===== config.mk =====
export PLATFORM = sky130hd
export DESIGN_NAME = switch_control_xy
export DESIGN_NICKNAME = d
export VERILOG_FILES = /design/src/rtl/switch_control_xy.sv
export SDC_FILE = /design/constraint.sdc
export NUM_CORES = 1
export LEC_CHECK = 0
export BUFFER_PORTS_ARGS = -buffer_cell sky130_fd_sc_hd__buf_2
export CAP_MARGIN = 20
export CORE_MARGIN = 10
export CORE_UTILIZATION = 40
export DETAILED_ROUTE_END_ITERATION = 10
export MAX_ROUTING_LAYER = met4
export SETUP_SLACK_MARGIN = 0.5
export SYNTH_ARGS = -nofsm -noshare
export SYNTH_HDL_FRONTEND = slang
export SYNTH_SLANG_ARGS = --single-unit

===== constraint.sdc =====
create_clock -name clock -period 5.95 [get_ports clock]
set_input_delay 1.19 -clock clock [delete_from_list [all_inputs] [get_ports clock]]
set_output_delay 1.19 -clock clock [all_outputs]
set_load 0.1 [all_outputs]

===== src/rtl/switch_control_xy.sv =====
// Routing/arbitration controller for one Phoenix router: round-robin header arbitration,
// XY routing (west-first adaptive when SWITCH_CONTROL_WEST_FIRST_EN is defined), crossbar allocation.
//
// state   | meaning
// S_IDLE  | wait for any header request
// S_ARB   | round-robin pick of the requesting input
// S_ROUTE | compute output port from the header destination
// S_GRANT | allocate the output, flag a U-turn, or drop back to retry
// S_ACK   | close the one-cycle header acknowledge
module switch_control_xy #(
  parameter int FLIT_W = 16,
  parameter int ADDR_W = 4,
  parameter int XL     = 0,
  parameter int YL     = 0
) (
  input  logic                  clock,
  input  logic                  reset,
  input  logic [4:0]            h,
  input  logic [5*FLIT_W-1:0]   data,
  input  logic [4:0]            sender,
  output logic [4:0]            ack_h,
  output logic [4:0]            free,
  output logic [14:0]           mux_in,
  output logic [14:0]           mux_out,
  output logic                  route_err
);

  localparam logic [2:0] P_EAST  = 3'd0;
  localparam logic [2:0] P_WEST  = 3'd1;
  localparam logic [2:0] P_NORTH = 3'd2;
  localparam logic [2:0] P_SOUTH = 3'd3;
  localparam logic [2:0] P_LOCAL = 3'd4;

  localparam logic [ADDR_W-1:0] X_LOC = ADDR_W'(XL);
  localparam logic [ADDR_W-1:0] Y_LOC = ADDR_W'(YL);

  typedef enum logic [2:0] {S_IDLE, S_ARB, S_ROUTE, S_GRANT, S_ACK} state_t;

  state_t      state, state_n;
  logic [2:0]  rr, rr_n;
  logic [2:0]  sel, sel_n;
  logic [2:0]  dir, dir_n;
  logic [4:0]  sender_q;
  logic [4:0]  free_n;
  logic [14:0] mux_in_n, mux_out_n;
  logic [4:0]  ack_n;
  logic        err_n;

  logic [FLIT_W-1:0] hdr;
  logic [ADDR_W-1:0] dx, dy;
  logic [2:0]        route_dir;
  logic              unused_hdr_bits;

  always_comb begin
    hdr = '0;
    for (int i = 0; i < 5; i++)
      if (sel == 3'(i)) hdr = data[i*FLIT_W +: FLIT_W];
  end

  assign dx = hdr[2*ADDR_W-1:ADDR_W];
  assign dy = hdr[ADDR_W-1:0];
  assign unused_hdr_bits = ^hdr[FLIT_W-1:2*ADDR_W];

`ifdef SWITCH_CONTROL_WEST_FIRST_EN
  logic [4:0] prod, avail;
  always_comb begin
    prod      = '0;
    avail     = '0;
    route_dir = P_LOCAL;
    if (dx < X_LOC) begin
      route_dir = P_WEST;
    end else begin
      prod[P_EAST]  = (dx > X_LOC);
      prod[P_NORTH] = (dy > Y_LOC);
      prod[P_SOUTH] = (dy < Y_LOC);
      avail = prod & free;
      // Descending scan so the lowest-index candidate wins; busy-only sets still block and retry.
      for (int i = 4; i >= 0; i--) begin
        if (avail != '0) begin
          if (avail[i]) route_dir = 3'(i);
        end else if (prod[i]) begin
          route_dir = 3'(i);
        end
      end
    end
  end
`else
  always_comb begin
    if (dx > X_LOC)      route_dir = P_EAST;
    else if (dx < X_LOC) route_dir = P_WEST;
    else if (dy > Y_LOC) route_dir = P_NORTH;
    else if (dy < Y_LOC) route_dir = P_SOUTH;
    else                 route_dir = P_LOCAL;
  end
`endif

  always_ff @(posedge clock) begin
    if (!reset) begin
      state     <= S_IDLE;
      rr        <= P_LOCAL;
      sel       <= '0;
      dir       <= '0;
      sender_q  <= '0;
      free      <= 5'b11111;
      mux_in    <= '0;
      mux_out   <= '0;
      ack_h     <= '0;
      route_err <= 1'b0;
    end else begin
      state     <= state_n;
      rr        <= rr_n;
      sel       <= sel_n;
      dir       <= dir_n;
      sender_q  <= sender;
      free      <= free_n;
      mux_in    <= mux_in_n;
      mux_out   <= mux_out_n;
      ack_h     <= ack_n;
      route_err <= err_n;
    end
  end

  always_comb begin
    logic found;
    int   idx;
    state_n   = state;
    rr_n      = rr;
    sel_n     = sel;
    dir_n     = dir;
    free_n    = free;
    mux_in_n  = mux_in;
    mux_out_n = mux_out;
    ack_n     = '0;
    err_n     = 1'b0;
    found     = 1'b0;
    idx       = 0;

    case (state)
      S_IDLE: if (|h) state_n = S_ARB;
      S_ARB: begin
        for (int k = 1; k <= 5; k++) begin
          idx = (int'(rr) + k) % 5;
          if (!found && h[idx]) begin
            found = 1'b1;
            sel_n = 3'(idx);
          end
        end
        // A request withdrawn before arbitration leaves nothing to route.
        if (found) begin
          rr_n    = sel_n;
          state_n = S_ROUTE;
        end else begin
          state_n = S_IDLE;
        end
      end
      S_ROUTE: begin
        dir_n   = route_dir;
        state_n = S_GRANT;
      end
      S_GRANT: begin
        if (dir == sel && dir != P_LOCAL) begin
          err_n   = 1'b1;
          state_n = S_IDLE;
        end else if (free[dir]) begin
          free_n[dir]                     = 1'b0;
          mux_out_n[int'(dir)*3 +: 3]     = sel;
          mux_in_n[int'(sel)*3 +: 3]      = dir;
          ack_n[sel]                      = 1'b1;
          state_n                         = S_ACK;
        end else begin
          state_n = S_IDLE;
        end
      end
      S_ACK:   state_n = S_IDLE;
      default: state_n = S_IDLE;
    endcase

    // End-of-packet release runs regardless of FSM state.
    for (int i = 0; i < 5; i++)
      if (sender_q[i] && !sender[i] && mux_in[i*3 +: 3] <= P_LOCAL)
        free_n[mux_in[i*3 +: 3]] = 1'b1;
  end

endmodule


* Yosys cells after proc, flatten, opt, wreduce, memory -nomap -nowiden *
Cells that the tools add are included.

word-level totals
  flip-flop bits (word level) = 58
  input bits = 92
  output and inout bits = 41
  word-level logic and storage cells = 186

operators by class
  add/sub/neg operators = 7
  $mul = 2
  div/mod/pow operators = 5
  $lt $le $gt $ge = 28
  equal/unequal tests = 10
  shifts and indexed selects = 4
  multiplexer cells = 71
  bitwise gates (word level) = 11
  reductions and logical operators = 38

operators with widths
  kind                       number
  $lt A32 B5 Y1 const B      5
  $mod A32 B4 Y32 const B    5
  $neg A5 Y33                2
  $shift A3 B33 Y15 const A  2
  $shiftx A3 B33 Y15         2
  $mux W5                    8
  $mux W8                    5
  $mux W3                    12
  $bwmux W15                 2
  $mux W1                    29
  $lt A3 B4 Y1 const B       7
  $or A5 B5 Y5               5
  $logic_and A1 B1 Y1        22
  $demux W1 S3               7
  $ge A3 B1 Y1 const B       7
  $bmux W1 S3                6
  $le A3 B3 Y1 const B       5
  $eq A3 B2 Y1 const B       4
  $pmux W3 S4                1
  $mul A3 B2 Y5 const B      2
  $logic_not A1 Y1           9
  $add A3 B2 Y4 const B      2
  $add A3 B3 Y4 const B      2
  $gt A4 B1 Y1 const B       2
  other kinds (16)           23

* Logic depth before layout (Yosys ltp) *
Gate-level depths: netlist (run 1).

  depth in word-level cells = 25
  mapped depth = 23

* Least setup slack after synthesis (run 1) *
OpenSTA, ideal clock, no wires.

  kind = flip-flop to flip-flop
  from = register rr[0]
  to = register sel[0]
  library setup time = 0.144 ns
  arrival time = 4.681 ns
  data required time = 5.806 ns
  path slack = 1.125 ns
  stages on the path, launching flop included = 23
  buffers on the path = 4
  period minus slack after synthesis = 4.825 ns
  cell sequence = dfxtp_1 > buf_6 > buf_12 > inv_1 > clkbuf_1 > ha_1 > buf_2 > inv_2 > ha_1 > or2_2 > o211ai_1 > and2_1 > inv_1 > ha_1 > mux4_2 > inv_1 > a211oi_1 > o2bb2ai_1 > nand4bb_4 > a21oi_1 > a221o_1 > a21oi_1 > a21oi_1

on the way
  longest elaborated chain between the ends = 22
  elaborated cells on any way between the ends = 46
  classes of those cells = 5 x add/sub; 5 x div; 28 x mux; 8 x reduce/logical

ends and longest elaborated chain
  element                                     line  text
  start, declared                             40    logic [2:0] rr, rr_n;
  start signal, assigned                      111   rr <= rr_n;
  $add A3 B1 Y4                               142   idx = (int'(rr) + k) % 5;
  $mod A32 B4 Y32                             142
  $bmux W1 S3                                 143   if (!found && h[idx]) begin
  $mux W1 (not written as such) (2 in a row)  143
  $mux W1                                     143
  $mux W1                                     138   case (state)
  $logic_not A1 Y1                            143
  $logic_and A1 B1 Y1                         143
  (+5 left out)                               -
  $mux W1                                     138
  $logic_not A1 Y1                            143
  $logic_and A1 B1 Y1                         143
  $mux W1                                     143
  $mux W1                                     138
  $logic_not A1 Y1                            143
  $logic_and A1 B1 Y1                         143
  $mux W3 (*)                                 143
  end signal, assigned                        112   sel <= sel_n;
  end, declared                               41    logic [2:0] sel, sel_n;

Every way passes the cells marked *; elsewhere a longest branch is shown, timed or not. The select of a mux whose other input is x is not followed.
A chain may end at the register's enable or synchronous reset.

* Worst setup path in the final report (run 1) *
Ends and elaborated chain as after synthesis.

==> results of run 1 <==
==> power by group through the flow <==
stage	Combinational (mW)	Sequential [mW]	Clock [mW]
after global routing	1.78	0.395	0.210
after global placement	1.53	0.395	0
after floorplan	1.29	0.377	0
after detailed placement	1.57	0.396	0
after CTS	1.58	0.389	0.199
final	1.60	0.389	0.193
==> Yosys cell counts (all sizes together), types with 9 or more instances <==
library cell / n
nor3b: 9
nand2: 49
o21ai: 19
clkbuf: 20
buf: 21
nor4: 16
nand4: 14
inv: 23
ha: 36
nor3: 15
nor2: 40
and2: 12
a21oi: 39
o211ai: 11
mux2i: 23
nand3: 20
nand2b: 18
dfxtp: 46
==> through the flow <==
step / std cells / worst slack, ns / instance area [um^2] / utilization, % / total power, mW
finish: 755 / 1.18 / 4880 / 45.4 / 2.18
global placement: 747 / 1.34 / 4790 / 44.6 / 1.92
global route: 755 / 0.662 / 4880 / 45.4 / 2.39
floorplan: 560 / 1.13 / 4390 / - / 1.67
detailed placement: 747 / 1.25 / 4790 / 44.6 / 1.97
CTS: 755 / 1.22 / 4880 / 45.4 / 2.17
==> cell type report <==
class                   count  area, um^2
fillers                  1110        5870
multi-input cells         449        3140
flip-flops and latches     46         921
repair buffers             88         458
well taps                 140         175
inverters                  24        90.1
clock buffers               5        68.8
clock inverters             3        21.3
==> sequential cells by signal, indices dropped and copies added, names as in the netlist <==
signal     flops
mux_in        10
ack_h          5
free           5
state          3
sender_q       5
dir            2
rr             3
mux_out        9
sel            3
route_err      1
==> layout by cell type (no fill, tap or decap), types with 6 or more instances in the layout <==
cell,netlist,layout
buf_2,6,81
nand2_1,49,49
dfxtp_1,46,46
nor2_1,40,40
a21oi_1,36,36
ha_1,36,36
mux2i_1,22,22
inv_1,21,21
nand3_1,20,20
nand2b_1,18,18
o21ai_0,17,17
nor4_1,16,16
nor3_1,15,15
nand4_1,14,14
and2_1,12,12
conb_1,1,11
nor3b_1,8,8
o211ai_1,7,7
buf_4,12,7
xnor2_1,6,6
nor2b_1,6,6
and3_1,6,6
a211oi_1,6,6
a31oi_1,6,6
==> routing by layer <==
layer,wire (um),up-vias
met3,799,8
met1,5710,1994
met5,0,-
met4,100,0
met2,5720,137
li1,-,2145
==> cells by family after synthesis <==
| kind of cell | share of synthesized area [%] |
|---|---|
| xor gates and xnor gates | 1.98 |
| muxes | 7.18 |
| other | 0.0861 |
| buffers and inverters | 7.53 |
| adders and majority gates | 10.3 |
| DFF | 21.1 |
| and+or+nand+nor | 30.0 |
| AOI/OAI and AO/OA | 21.8 |
==> final timing paths <==
kind / slack [ns] / end / from / cells after the start
max: 1.18 / sel[0]$_SDFFE_PN0N_ / rr[0]$_SDFFE_PN0P_ / 20
min: 0.45 / free[3]$_SDFF_PN1_ / free[3]$_SDFF_PN1_ / 1
max reg2reg: 1.18 / sel[0]$_SDFFE_PN0N_ / rr[0]$_SDFFE_PN0P_ / 20
min reg2reg: 0.45 / free[3]$_SDFF_PN1_ / free[3]$_SDFF_PN1_ / 1
==> results.yml, run 1 <==
global_routing:
  grt_pass1_wl_um: 20300
  grt_util_all_layers_pct: 15.5
  use_met2_pct: 24.8
  grt_max_degree: 22
  grt_use_met1_pct: 19.7
  grt_antenna_before_repair: 0
  grt_pass1_vias: 4070
  busiest_layer: "met2"
  globalRouteOverflowTotal: 0
  gr-usage-met3_pct: 3.45
timing:
  rsz0062_at_grt: "false"
  setup_viol: 0
  finalHoldWorstSlack_ns: 0.448
  finalSetupTns_ns: 0
  clock.fmax_mhz: 210
  relSlewSlack_pct: 35.7
  skew_ns: 0.00772
  tightest_slew_ns: 0.963
  post-route-period-util_pct: 80.1
  maxSlewViolCount: 0
  final_hold_viol_count: 0
  period_minus_slack_ns: 4.77
synthesis:
  ys.flop_type: "dfxtp_1"
  yosys_warnings: 0
  synth_top_cell_by_area: "dfxtp_1"
  synth_cell_types: 81
  synth_top_area_share_pct: 21.1
  syn_inst: 550
  synth-edff-count: 0
  yosys_register_bits: 46
  synth.yosys.seq_area_share_pct: 21.1
  synth.area.top_cells: "dfxtp_1 21%, ha_1 10%, mux2i_1 5.1%, nand2_1 4.2%, a21oi_1 4.1%"
  async_reset_ff_share_pct: 0
  synthesis.area_um2: 4360
  synth.avg_cell_area_um2: 7.92
route:
  final_antenna_net_count: 0
  drc: 0
  routed_wl_um: 12300
  drtIter0Drc: 288
  viasPerCell: 5.67
  dr.pass1.iters: 6
  wl_per_cell_um: 16.3
  dr_total_vias: 4284
pwr:
  pwr-share-comb_pct: 73.3
  p_per_area_nw_per_um2: 446
  seqPwrFrac_pct: 17.8
  power.switching_fraction_pct: 51.6
  clock_power_share_pct: 8.9
  power_leakage_nw: 2.02
  p_int_mw: 1.05
  power_switching_mw: 1.12
  peakVddDrop_mv: 0.177
critical_path:
  crit_buf_inv: 5
  crit_path_end_kind: "flop"
  crit_chain: "inv_1, buf_4, ha_1, xnor2_2, inv_2, ha_1, or2_2, o211ai_1, and2_1, inv_1, ha_1, mux4_2, inv_1, a211oi_1, o2bb2ai_1, nand4bb_4, a21oi_1, a221o_1, a21oi_1, a21oi_1"
  cp.arrival_ns: 4.93
  critPathLaunchType: "flop"
  cp_slowest_cell: "a221o_1"
  required_ns: 6.11
  path_class: "flop to flop"
  worst-path-max-fanout: 15
  max_stage_delay_ns: 0.38
  crit_family: "compound AO/OA/AOI/OAI gates"
cts:
  cts_root_buf: "clkbuf_8"
  cts_setup_buffers: 0
  cts_max_level: 2
  numCtsBuffers: 5
  cts-resized-gates: 0
  clkLatencyLatePin_ns: 0.31
  path_clk_slew_ns: 0.09
  clkSinkCount: 46
  cts_tree: "done"
  cts.path.max_buffers: 2
  postCtsHoldBufs: 0
die:
  rows: 38
  core-area_um2: 10700
  start_util_pct: 40.5
  die_h_um: 124
  io_pins: 133
  die_width_um: 124
  fp.dieArea_um2: 15500
place:
  place_congestion: 0.904
  dp_hpwl_um: 9470
  io_buffers: 81
final_layout:
  synthToLayoutAreaGrowth_pct: 12.0
  final_layout_size_suffix_gt1_share_pct: 20.0
  num_antenna_cells: 0
  nNetsFinal: 742
status:
  status: "finished, final reports clean"
run:
  drv_cap: 0
min_path:
  hold_path.class: "flop to flop"
(Power assumes the default switching activity.)
==> run 2, diff against run 1 <==
clock period = 4.7 ns   (was 5.95 ns; I/O delays follow)
==> run 2 against run 1 <==
Critical path depth rose by 1; clock power rose by 72%; first-iteration DRC count grew 27%; setup slack worse by 0.48 ns; critical path type unchanged; highest routed layer unchanged.
==> results.yml, run 2 (synthesis gave the netlist of run 1 again) <==
cts:
  cts_root_buf: "clkbuf_8"
  path_clk_slew_ns: 0.08
  clkSinkCount: 46
  postCtsHoldBufs: 0
  clkLatencyLatePin_ns: 0.29
  cts_max_level: 2
  numCtsBuffers: 5
  cts_tree: "done"
  cts.path.max_buffers: 2
critical_path:
  critPathLaunchType: "flop"
  r2r_slack_ns: 0.70
  required_ns: 4.85
  worst-path-max-fanout: 5
  rr_endpoint: "sel[0]$_SDFFE_PN0N_"
  worstRegToRegCells: 21
  crit_path_end_kind: "flop"
  cp.arrival_ns: 4.14
  path_class: "flop to flop"
  r2r-start: "rr[1]$_SDFFE_PN0P_"
timing:
  clock.fmax_mhz: 250
  post-route-period-util_pct: 85.0
  period_minus_slack_ns: 4.00
  finalSetupTns_ns: 0
  relSlewSlack_pct: 51.9
  finalHoldWorstSlack_ns: 0.446
  rsz0062_at_grt: "false"
  skew_ns: 0.00403
  maxSlewViolCount: 0
  final_hold_viol_count: 0
  setup_viol: 0
  tightest_slew_ns: 0.721
place:
  dp_hpwl_um: 9480
  place_congestion: 0.880
  placed_area_um2: 4880
  io_buffers: 81
final_layout:
  nNetsFinal: 763
  final_layout_size_suffix_gt1_share_pct: 26.9
  largest_register: "mux_in"
  final_common_cell: "buf_2"
  layout_common_cells: "81 x buf_2, 49 x nand2_1, 43 x dfxtp_1, 39 x nor2_1, 34 x a21oi_1"
  largest_reg_flops: 10
  num_antenna_cells: 0
  top_regs: "mux_in: 10 flops, mux_out: 9 flops"
  synthToLayoutAreaGrowth_pct: 20.2
  fillers: 1068
  stdcell_area_um2: 5240
  fin_util_pct: 48.7
route:
  routed_wl_um: 12600
  final_antenna_net_count: 0
  drtIter0Drc: 366
  dr_total_vias: 4395
  dr.pass1.iters: 5
  drc: 0
  wl_per_cell_um: 16.2
  viasPerCell: 5.66
die:
  core-area_um2: 10700
  io_pins: 133
  rows: 38
  die_width_um: 124
  fp.dieArea_um2: 15500
  start_util_pct: 40.5
  die_h_um: 124
run:
  drv_cap: 0
pwr:
  power_switching_mw: 1.51
  clock_power_share_pct: 10.5
  p_int_mw: 1.66
  p_per_area_nw_per_um2: 606
  peakVddDrop_mv: 0.288
  pwr-share-comb_pct: 73.9
  power.switching_fraction_pct: 47.6
  seqPwrFrac_pct: 15.7
  power_leakage_nw: 2.16
global_routing:
  grt_max_degree: 28
  grt_pass1_vias: 4128
  globalRouteOverflowTotal: 0
  grt_antenna_before_repair: 0
  grt_pass1_wl_um: 20200
  grt_util_all_layers_pct: 15.3
min_path:
  hold_path.class: "flop to flop"
  whs_endpoint: "free[1]$_SDFF_PN1_"
  min_from: "free[1]$_SDFF_PN1_"
  hold_path_depth: 1
status:
  status: "finished, final reports clean"
-- run 2: cell count changes in the layout (fill, tap and decap cells not counted), moves of 2 or more --
cell     delta
a21oi_1     -2
a21oi_2     +2
buf_4      +20
dfxtp_1     -3
dfxtp_4     +2
ha_1        -6
ha_2        +4
ha_4        +2
inv_1       -3
nor4b_1     -2
nor4b_2     +2
-- run 2: through the flow --
stage	std cells	worst slack, ns	power, mW
after floorplan	560	0.554	2.19
after global placement	752	0.490	2.52
after detailed placement	752	0.402	2.57
after CTS	760	0.520	2.96
after global routing	776	0.434	3.43
final	776	0.704	3.17
-- run 2: critical path, cell delays in order, from the launching register on --
cell	delay [ns]
dfxtp_4	0.40
clkinvlp_4	0.12
ha_4	0.21
xnor2_4	0.19
inv_2	0.09
ha_2	0.21
or2_4	0.26
o211ai_1	0.22
and2_1	0.18
inv_1	0.05
ha_2	0.18
nand2b_1	0.10
o2111ai_1	0.13
o211ai_2	0.17
buf_4	0.17
a21o_1	0.11
o2bb2ai_2	0.16
nand4bb_4	0.22
a21oi_2	0.08
a221o_1	0.35
a21oi_2	0.17
a21oi_1	0.08
-- run 2: power groups by stage --
stage          Combinational [mW]  Clock [mW]  Sequential, mW
2_1_floorplan                1.71           0           0.480
3_3_place_gp                 2.02           0           0.503
3_5_place_dp                 2.07           0           0.505
4_1_cts                      2.12       0.343           0.496
5_1_grt                      2.57       0.360           0.505
6_report                     2.34       0.332           0.498
-- run 2: how the worst max path moves through the flow --
stage	startpoint	end	slack [ns]	cells after the start
6_report	rr[1]$_SDFFE_PN0P_	sel[0]$_SDFFE_PN0N_	0.70	21
3_3_place_gp	rr[1]$_SDFFE_PN0P_	sel[0]$_SDFFE_PN0N_	0.49	17
5_1_grt	rr[1]$_SDFFE_PN0P_	rr[0]$_SDFFE_PN0P_	0.43	20
3_5_place_dp	rr[1]$_SDFFE_PN0P_	sel[1]$_SDFFE_PN0N_	0.40	19
2_1_floorplan	rr[0]$_SDFFE_PN0P_	rr[0]$_SDFFE_PN0P_	0.55	23
4_1_cts	rr[1]$_SDFFE_PN0P_	rr[0]$_SDFFE_PN0P_	0.52	20
-- run 2: layer usage --
metal	wire, um	GRT usage, %	vias to the layer above
met2	5770	24.4	154
li1	-	-	2186
met5	0	-	-
met1	5760	19.6	2045
met3	931	3.45	10
met4	107	2.67	0
-- run 2: repair_timing --
item,CTS,global route
gates cloned,0,0
setup endpoints to repair,5,7
buffers inserted,0,16
gates resized for setup,6,19
pin swaps,0,14
-- run 2: final cells by class --
cell class / instances / area [um^2] / area share, %
Inverter: 24 / 96.3 / 1.84
Sequential cell: 46 / 930 / 17.8
Tap cell: 140 / 175 / 3.35
Timing Repair Buffer: 109 / 619 / 11.8
Clock buffer: 7 / 108 / 2.05
Clock inverter: 1 / 30.0 / 0.573
Multi-Input combinational cell: 449 / 3280 / 62.6
